### src/rtl/booth4_mult_seq.sv
// booth4_mult_seq: sequential radix-4 Booth multiplier, signed/unsigned, one Booth digit per clock
//   clock/clear_n      : rising-edge clock, asynchronous active-low reset
//   start              : accept operands (in IDLE or DONE)
//   signed_mode        : 1 = two's complement operands, 0 = unsigned
//   operandA/operandB  : multiplicand / multiplier
//   busy               : multiply in flight (RUN)
//   result_rdy         : one-cycle pulse in DONE
//   product            : full 2*WIDTH-bit product, held until next DONE
//   mult_result        : low WIDTH bits of product
//   mult_exception     : product does not fit in WIDTH bits for the selected mode
module booth4_mult_seq #(
  parameter int WIDTH = 32
) (
  input  logic               clock,
  input  logic               clear_n,
  input  logic               start,
  input  logic               signed_mode,
  input  logic [WIDTH-1:0]   operandA,
  input  logic [WIDTH-1:0]   operandB,
  output logic               busy,
  output logic               result_rdy,
  output logic [2*WIDTH-1:0] product,
  output logic [WIDTH-1:0]   mult_result,
  output logic               mult_exception
);
  localparam int N  = WIDTH / 2 + 1;
  localparam int CW = $clog2(N + 1);
  localparam int EW = WIDTH + 2;
  localparam int AW = WIDTH + 3;
  typedef enum logic [1:0] {IDLE, RUN, DONE} state_t;
  state_t              state_q;
  logic [CW-1:0]       cnt_q;
  logic [AW-1:0]       m_q, acc_q;
  logic [EW-1:0]       mul_q;
  logic                bm1_q, sgn_q, busy_q, rdy_q, exc_q;
  logic [2*WIDTH-1:0]  product_q;
  logic [AW-1:0]       ext_a, pp_d, sum_d;
  logic [EW-1:0]       ext_b;
  logic [2:0]          trip;
  logic [AW+EW-1:0]    shr_d;
  logic [2*WIDTH-1:0]  prod_d;
  logic [WIDTH:0]      top_d;
  logic                exc_d;
  always_comb begin
    ext_a  = {{3{signed_mode & operandA[WIDTH-1]}}, operandA};
    ext_b  = {{2{signed_mode & operandB[WIDTH-1]}}, operandB};
    trip   = {mul_q[1:0], bm1_q};
    pp_d   = (trip == 3'b001 || trip == 3'b010) ? m_q :
             (trip == 3'b011) ? m_q << 1 :
             (trip == 3'b100) ? -(m_q << 1) :
             (trip == 3'b101 || trip == 3'b110) ? -m_q : '0;
    sum_d  = acc_q + pp_d;
    // {acc, multiplier} shift together; after N steps the pair holds the full product
    shr_d  = $signed({sum_d, mul_q}) >>> 2;
    prod_d = shr_d[2*WIDTH-1:0];
    top_d  = prod_d[2*WIDTH-1:WIDTH-1];
    exc_d  = sgn_q ? ~(&top_d | ~|top_d) : |prod_d[2*WIDTH-1:WIDTH];
  end
  always_ff @(posedge clock or negedge clear_n) begin
    if (!clear_n) begin
      state_q   <= IDLE;
      cnt_q     <= '0;
      m_q       <= '0;
      acc_q     <= '0;
      mul_q     <= '0;
      bm1_q     <= 1'b0;
      sgn_q     <= 1'b0;
      busy_q    <= 1'b0;
      rdy_q     <= 1'b0;
      exc_q     <= 1'b0;
      product_q <= '0;
    end else begin
      case (state_q)
        IDLE, DONE: begin
          rdy_q <= 1'b0;
          if (start) begin
            state_q <= RUN;
            busy_q  <= 1'b1;
            cnt_q   <= '0;
            m_q     <= ext_a;
            acc_q   <= '0;
            mul_q   <= ext_b;
            bm1_q   <= 1'b0;
            sgn_q   <= signed_mode;
          end else begin
            state_q <= IDLE;
          end
        end
        RUN: begin
          acc_q <= shr_d[AW+EW-1:EW];
          mul_q <= shr_d[EW-1:0];
          bm1_q <= mul_q[1];
          cnt_q <= cnt_q + 1'b1;
          if (cnt_q == CW'(N - 1)) begin
            state_q   <= DONE;
            busy_q    <= 1'b0;
            rdy_q     <= 1'b1;
            product_q <= prod_d;
            exc_q     <= exc_d;
          end
        end
        default: state_q <= IDLE;
      endcase
    end
  end
  assign busy           = busy_q;
  assign result_rdy     = rdy_q;
  assign product        = product_q;
  assign mult_result    = product_q[WIDTH-1:0];
  assign mult_exception = exc_q;
endmodule

### config.mk
export PLATFORM = sky130hd
export DESIGN_NAME = booth4_mult_seq
export DESIGN_NICKNAME = d
export VERILOG_FILES = /design/src/rtl/booth4_mult_seq.sv
export SDC_FILE = /design/constraint.sdc
export NUM_CORES = 1
export LEC_CHECK = 0
export CAP_MARGIN = 5
export CORE_UTILIZATION = 25
export CTS_CLUSTER_SIZE = 14
export DETAILED_ROUTE_END_ITERATION = 10
export GPL_TIMING_DRIVEN = 0
export PLACE_DENSITY_LB_ADDON = 0.12
export SLEW_MARGIN = 10
export SYNTH_ARGS = -nofsm -noshare
export SYNTH_HDL_FRONTEND = slang
export SYNTH_SLANG_ARGS = --single-unit
### constraint.sdc
create_clock -name clock -period 12.7 [get_ports clock]
set_clock_uncertainty 0.05 [all_clocks]
set_input_delay 1.905 -clock clock [delete_from_list [all_inputs] [get_ports clock]]
set_output_delay 1.905 -clock clock [all_outputs]
set_load 0.005 [all_outputs]
# ---- Word level (Yosys, flattened, before mapping)
# Cells that the tools add are included.
dict set report op_classes {
  n_addsub 4
  eq_ne 11
  mux 21
  bitwise_logic 4
  reduce_logical 14
}
# op n
set op_table {}
lappend op_table {{two-way mux 35 bit} 5}
lappend op_table {{negation 35 bit} 2}
lappend op_table {{case mux 35 bit (2 select lines)} 1}
lappend op_table {{case mux 34 bit (2 select lines)} 1}
lappend op_table {{adder 35 bit} 1}
lappend op_table {{two-way mux 34 bit} 1}
lappend op_table {{AND reduction 33 bit} 1}
lappend op_table {{OR reduction 33 bit} 1}
lappend op_table {{OR reduction 32 bit} 1}
lappend op_table {{case mux 5 bit (2 select lines)} 1}
lappend op_table {{equality test 3 bit, second input constant} 3}
lappend op_table {{AND reduction 2 bit} 4}
lappend op_table {{equality test 3 x 2 -> 1 bit, second input constant} 2}
lappend op_table {{two-way mux 1 bit} 6}
lappend op_table {{case mux 1 bit (2 select lines)} 3}
lappend op_table {{adder 5 x 1 -> 5 bit, second input constant} 1}
lappend op_table {{equality test 5 bit, second input constant} 1}
lappend op_table {{two-way mux 5 bit} 1}
lappend op_table {{inequality test 2 bit, second input constant} 2}
lappend op_table {{case mux 2 bit (2 select lines)} 1}
lappend op_table {{equality test 3 x 1 -> 1 bit, second input constant} 1}
lappend op_table {{AND reduction 3 bit} 1}
lappend op_table {{bitwise AND 1 bit} 2}
lappend op_table {{equality test 2 x 1 -> 1 bit, second input constant} 1}
lappend op_table {{other kinds (9)} 10}
dict set report totals {
  ff_bits 178
  in_bits 68
  out_inout_bits 99
}

# ---- Longest topological paths before layout
dict set report depth {
  ltp_word 12
  depth_mapped 24
  ltp_nobuf 23
}

# ---- Least setup slack after synthesis
# Ideal clock, no wire load.
dict set report synth_timing {
  kind {register -> register}
  from {register m_q[13]}
  to {register exc_q (netlist: mult_exception)}
  arrival_ns 4.970
  t_required_ns 12.509
  slack_ns 7.539
  stages_incl_launch_ff 25
  path_buffers 3
  synth_period_minus_slack_ns 5.161
  path_cell_list {dfrtp_1 > buf_6 > or4_4 > nor4_4 > or3b_1 > buf_2 > or4_1 > xor2_1 > a22oi_1 > nor2_1 > a21oi_1 > a21oi_1 > ha_1 > clkbuf_1 > o21a_1 > nor2_1 > a31oi_1 > nor3_1 > a21o_1 > nor4_1 > nand3b_1 > nor4_1 > nand4_1 > o21ai_0 > a31oi_1}
}
dict set report synth_via {
  elab_chain_cells 11
}
# element line
set synth_lines {}
lappend synth_lines {{start, declared} 33} ;# logic [AW-1:0] m_q, acc_q;
lappend synth_lines {{start signal, assigned} 80} ;# m_q <= ext_a;
lappend synth_lines {{negation 35 bit} 51} ;# (trip == 3'b101 || trip == 3'b110) ? -m_q : '0;
lappend synth_lines {{two-way mux 35 bit} 51}
lappend synth_lines {{two-way mux 35 bit} 50} ;# (trip == 3'b100) ? -(m_q << 1) :
lappend synth_lines {{two-way mux 35 bit} 49} ;# (trip == 3'b011) ? m_q << 1 :
lappend synth_lines {{two-way mux 35 bit (*)} 48} ;# pp_d = (trip == 3'b001 || trip == 3'b010) ? m_q :
lappend synth_lines {{adder 35 bit (*)} 52} ;# sum_d = acc_q + pp_d;
lappend synth_lines {{OR reduction 33 bit} 57} ;# exc_d = sgn_q ? ~(&top_d | ~|top_d) : |prod_d[2*WIDTH-1:WIDTH];
lappend synth_lines {{logical NOT 1 bit} 57}
lappend synth_lines {{OR 1 bit} 57}
lappend synth_lines {{inverter 1 bit} 57}
lappend synth_lines {{two-way mux 1 bit (*)} 57}
lappend synth_lines {{end signal, assigned} 70} ;# exc_q <= 1'b0;
lappend synth_lines {{end signal, assigned} 99} ;# exc_q <= exc_d;
lappend synth_lines {{end, declared} 35} ;# logic bm1_q, sgn_q, busy_q, rdy_q, exc_q;
# Every way passes the cells marked *; elsewhere a longest branch is shown, timed or not.
# A chain may end at the register's enable or synchronous reset.

# ---- Worst setup path after layout
dict set report layout_timing {
  from {register m_q[2]}
  to {register exc_q (netlist: mult_exception)}
}
# Same word-level chain as after synthesis.

==> metrics.cfg <==
[grt]
overflow = 0
grt_usage = 0.184
grt_pass1_wl_um = 62100
antenna_found_initial = 0
grt_max_degree = 74
grt_pass1_vias = 10400

[outcome]
status = completed

[setup_path]
crit_type = register to register
critical_path_required_ps = 12960
crit_path_end_kind = register
cp.arrival_ps = 6930
critPathLaunchType = register
worstPathMaxFanout = 8

[sta]
worstMarginPinSlew_ps = 922
max_slew_margin = 0.380
max_freq_mhz = 150
rsz0062_at_grt = false
maxSlewViolCount = 0
setup_violations = 0
hold_slack_ps = 427
hold_viol_final = 0
fin_tns_setup_ps = 0
setup_ws_ps = 6030
period_share = 0.525
fin_crit_ps = 6670

[detailed_routing]
first_iter_violations = 612
wl_per_cell_um = 19.1
vias_per_cell = 4.90
drt_wl_total_um = 40300
drc = 0
ant_nets = 0
drtPass1Iterations = 7
vias = 10300

[layout]
mostFrequentLayoutCells = nand2_1 (360), dfrtp_1 (176), clkdlybuf4s50_1 (165), a21oi_1 (94), o21ai_0 (86)
final_nets = 1618
multi_input_area_um2 = 5850
drive_above_1_share = 0.0716
nFillCells = 4653
layout_commonest_cell = nand2_1
seq_area_um2 = 4400
areaGrowthSynthToFinish_pct = 28.3

[clock_network]
postCtsResizedCells = 0
cts_tree = built
clkLatencyLatePin_ps = 460
cts_sinks = 176
holdBufCountCts = 0
cts_setup_buffers = 0
h-tree-depth = 4
clkSlewWorstSetupHoldPaths_ps = 70
cts-root-buf = clkbuf_16
clock_path_buffers = 2
cts_made_buffers = 17

[floorplanning]
die_width_um = 211
core_area_um2 = 43000
start_util = 0.253
dieHeight_um = 211
num_io_pins = 167
rows = 76
die_area_um2 = 44300

[placement]
pre_cts_ws_ps = 6210
io_buffers = 166
hpwl_um = 30800
gp_congestion = 0.923

[logic_synthesis]
synth_area_um2 = 10900
synth.distinct_cells = 66
synth.net_count = 1431
yosys_register_bits = 176
synth_edf_count = 0
syn_area_per_cell_um2 = 8.22
synth_flop_cell = dfrtp_1
yosys_warnings = 0
synth-async-reset-ratio = 1.00
postSynthCellCount = 1322
synth-seq-area-share = 0.405

[min_path]
hold_path.class = register to register

[run]
max_cap_violations = 0

## worst max-delay path, cell delays in order, from the launching register on
cell	delay [ps]
dfrtp_1	360
clkbuf_1	190
nor4_1	590
nand3_1	380
or3b_1	420
buf_2	170
or4_1	490
xor2_1	260
a22oi_1	110
nor2_1	120
a21oi_1	50
a21oi_1	320
ha_1	170
clkbuf_1	290
o21a_1	160
nor2_1	40
a31oi_1	460
nor3_1	110
a21o_1	190
nor4_2	800
nand3b_1	170
nor4_1	230
nand4_1	120
o21ai_0	170
a31oi_1	130
## state kept, by name, summed over array words and instances (netlist names)
name and flops:
acc_q 33, bm1_q 1, busy 1, cnt_q 5, m_q 33, mul_q 34, mult_exception 1, product 64
result_rdy 1, sgn_q 1, state_q 2
## worst paths after layout
path,start,end,slack [ps],depth (start not counted)
max,m_q[2],mult_exception,6030,24
max in group asynchronous,clear_n,mul_q[7],10250,3
min in group asynchronous,clear_n,m_q[24],1300,1
min reg2reg,product[54],product[54],430,2
max reg2reg,m_q[2],mult_exception,6030,24
min,product[54],product[54],430,2
## kinds of logic after synthesis
kind of cell | count (synthesis) | synth area share
xor gates and xnor gates | 62 | 0.0500
adders and majority gates | 42 | 0.0488
buffers and inverters | 130 | 0.0577
AOI/OAI and AO/OA | 345 | 0.200
DFF | 176 | 0.405
muxes | 18 | 0.0184
and+or+nand+nor | 549 | 0.220
## layer usage
metal	track usage	wire length [um]	vias to the layer above
li1	-	-	4989
met4	0.0650	995	0
met2	0.298	18900	260
met1	0.241	18400	5029
met3	0.0386	2030	48
met5	0	0	-
## cell usage after synthesis, drive strengths merged (7+ instances only)
library cell	n	area [um^2]
clkbuf	68	255
nor4	17	121
buf	46	312
and2	8	50.1
a21oi	94	470
xnor2	35	307
nor3	14	81.3
or4	9	75.1
nand4	12	75.1
o21ai	87	435
dfrtp	176	4400
mux2	16	180
nand2	360	1350
a22o	18	158
xor2	27	236
nor2	68	255
nand3	22	110
a22oi	51	383
a211oi	7	52.6
o21bai	7	52.6
inv	15	56.3
ha	40	500
o22ai	21	131
## through the flow
step | utilization | std cells | instance area, um^2
global route | 0.324 | 2107 | 13900
detailed placement | 0.310 | 2075 | 13300
global placement | 0.309 | 2073 | 13300
finish | 0.324 | 2108 | 13900
CTS | 0.324 | 2107 | 13900
floorplan | - | 1322 | 10900
## layout make-up
class / count / share of cell area
multi-input combinational: 1016 / 0.419
sequential: 176 / 0.316
timing repair buffer: 168 / 0.123
tap: 585 / 0.0525
buffer: 114 / 0.0406
clock buffer: 20 / 0.0335
clock inverter: 12 / 0.0104
inverter: 16 / 0.00431
antenna: 1 / 0.000179
Power is left out: the tool's default activity adds up to more than one toggle a clock period on the data nets, which glitch-free logic cannot reach.
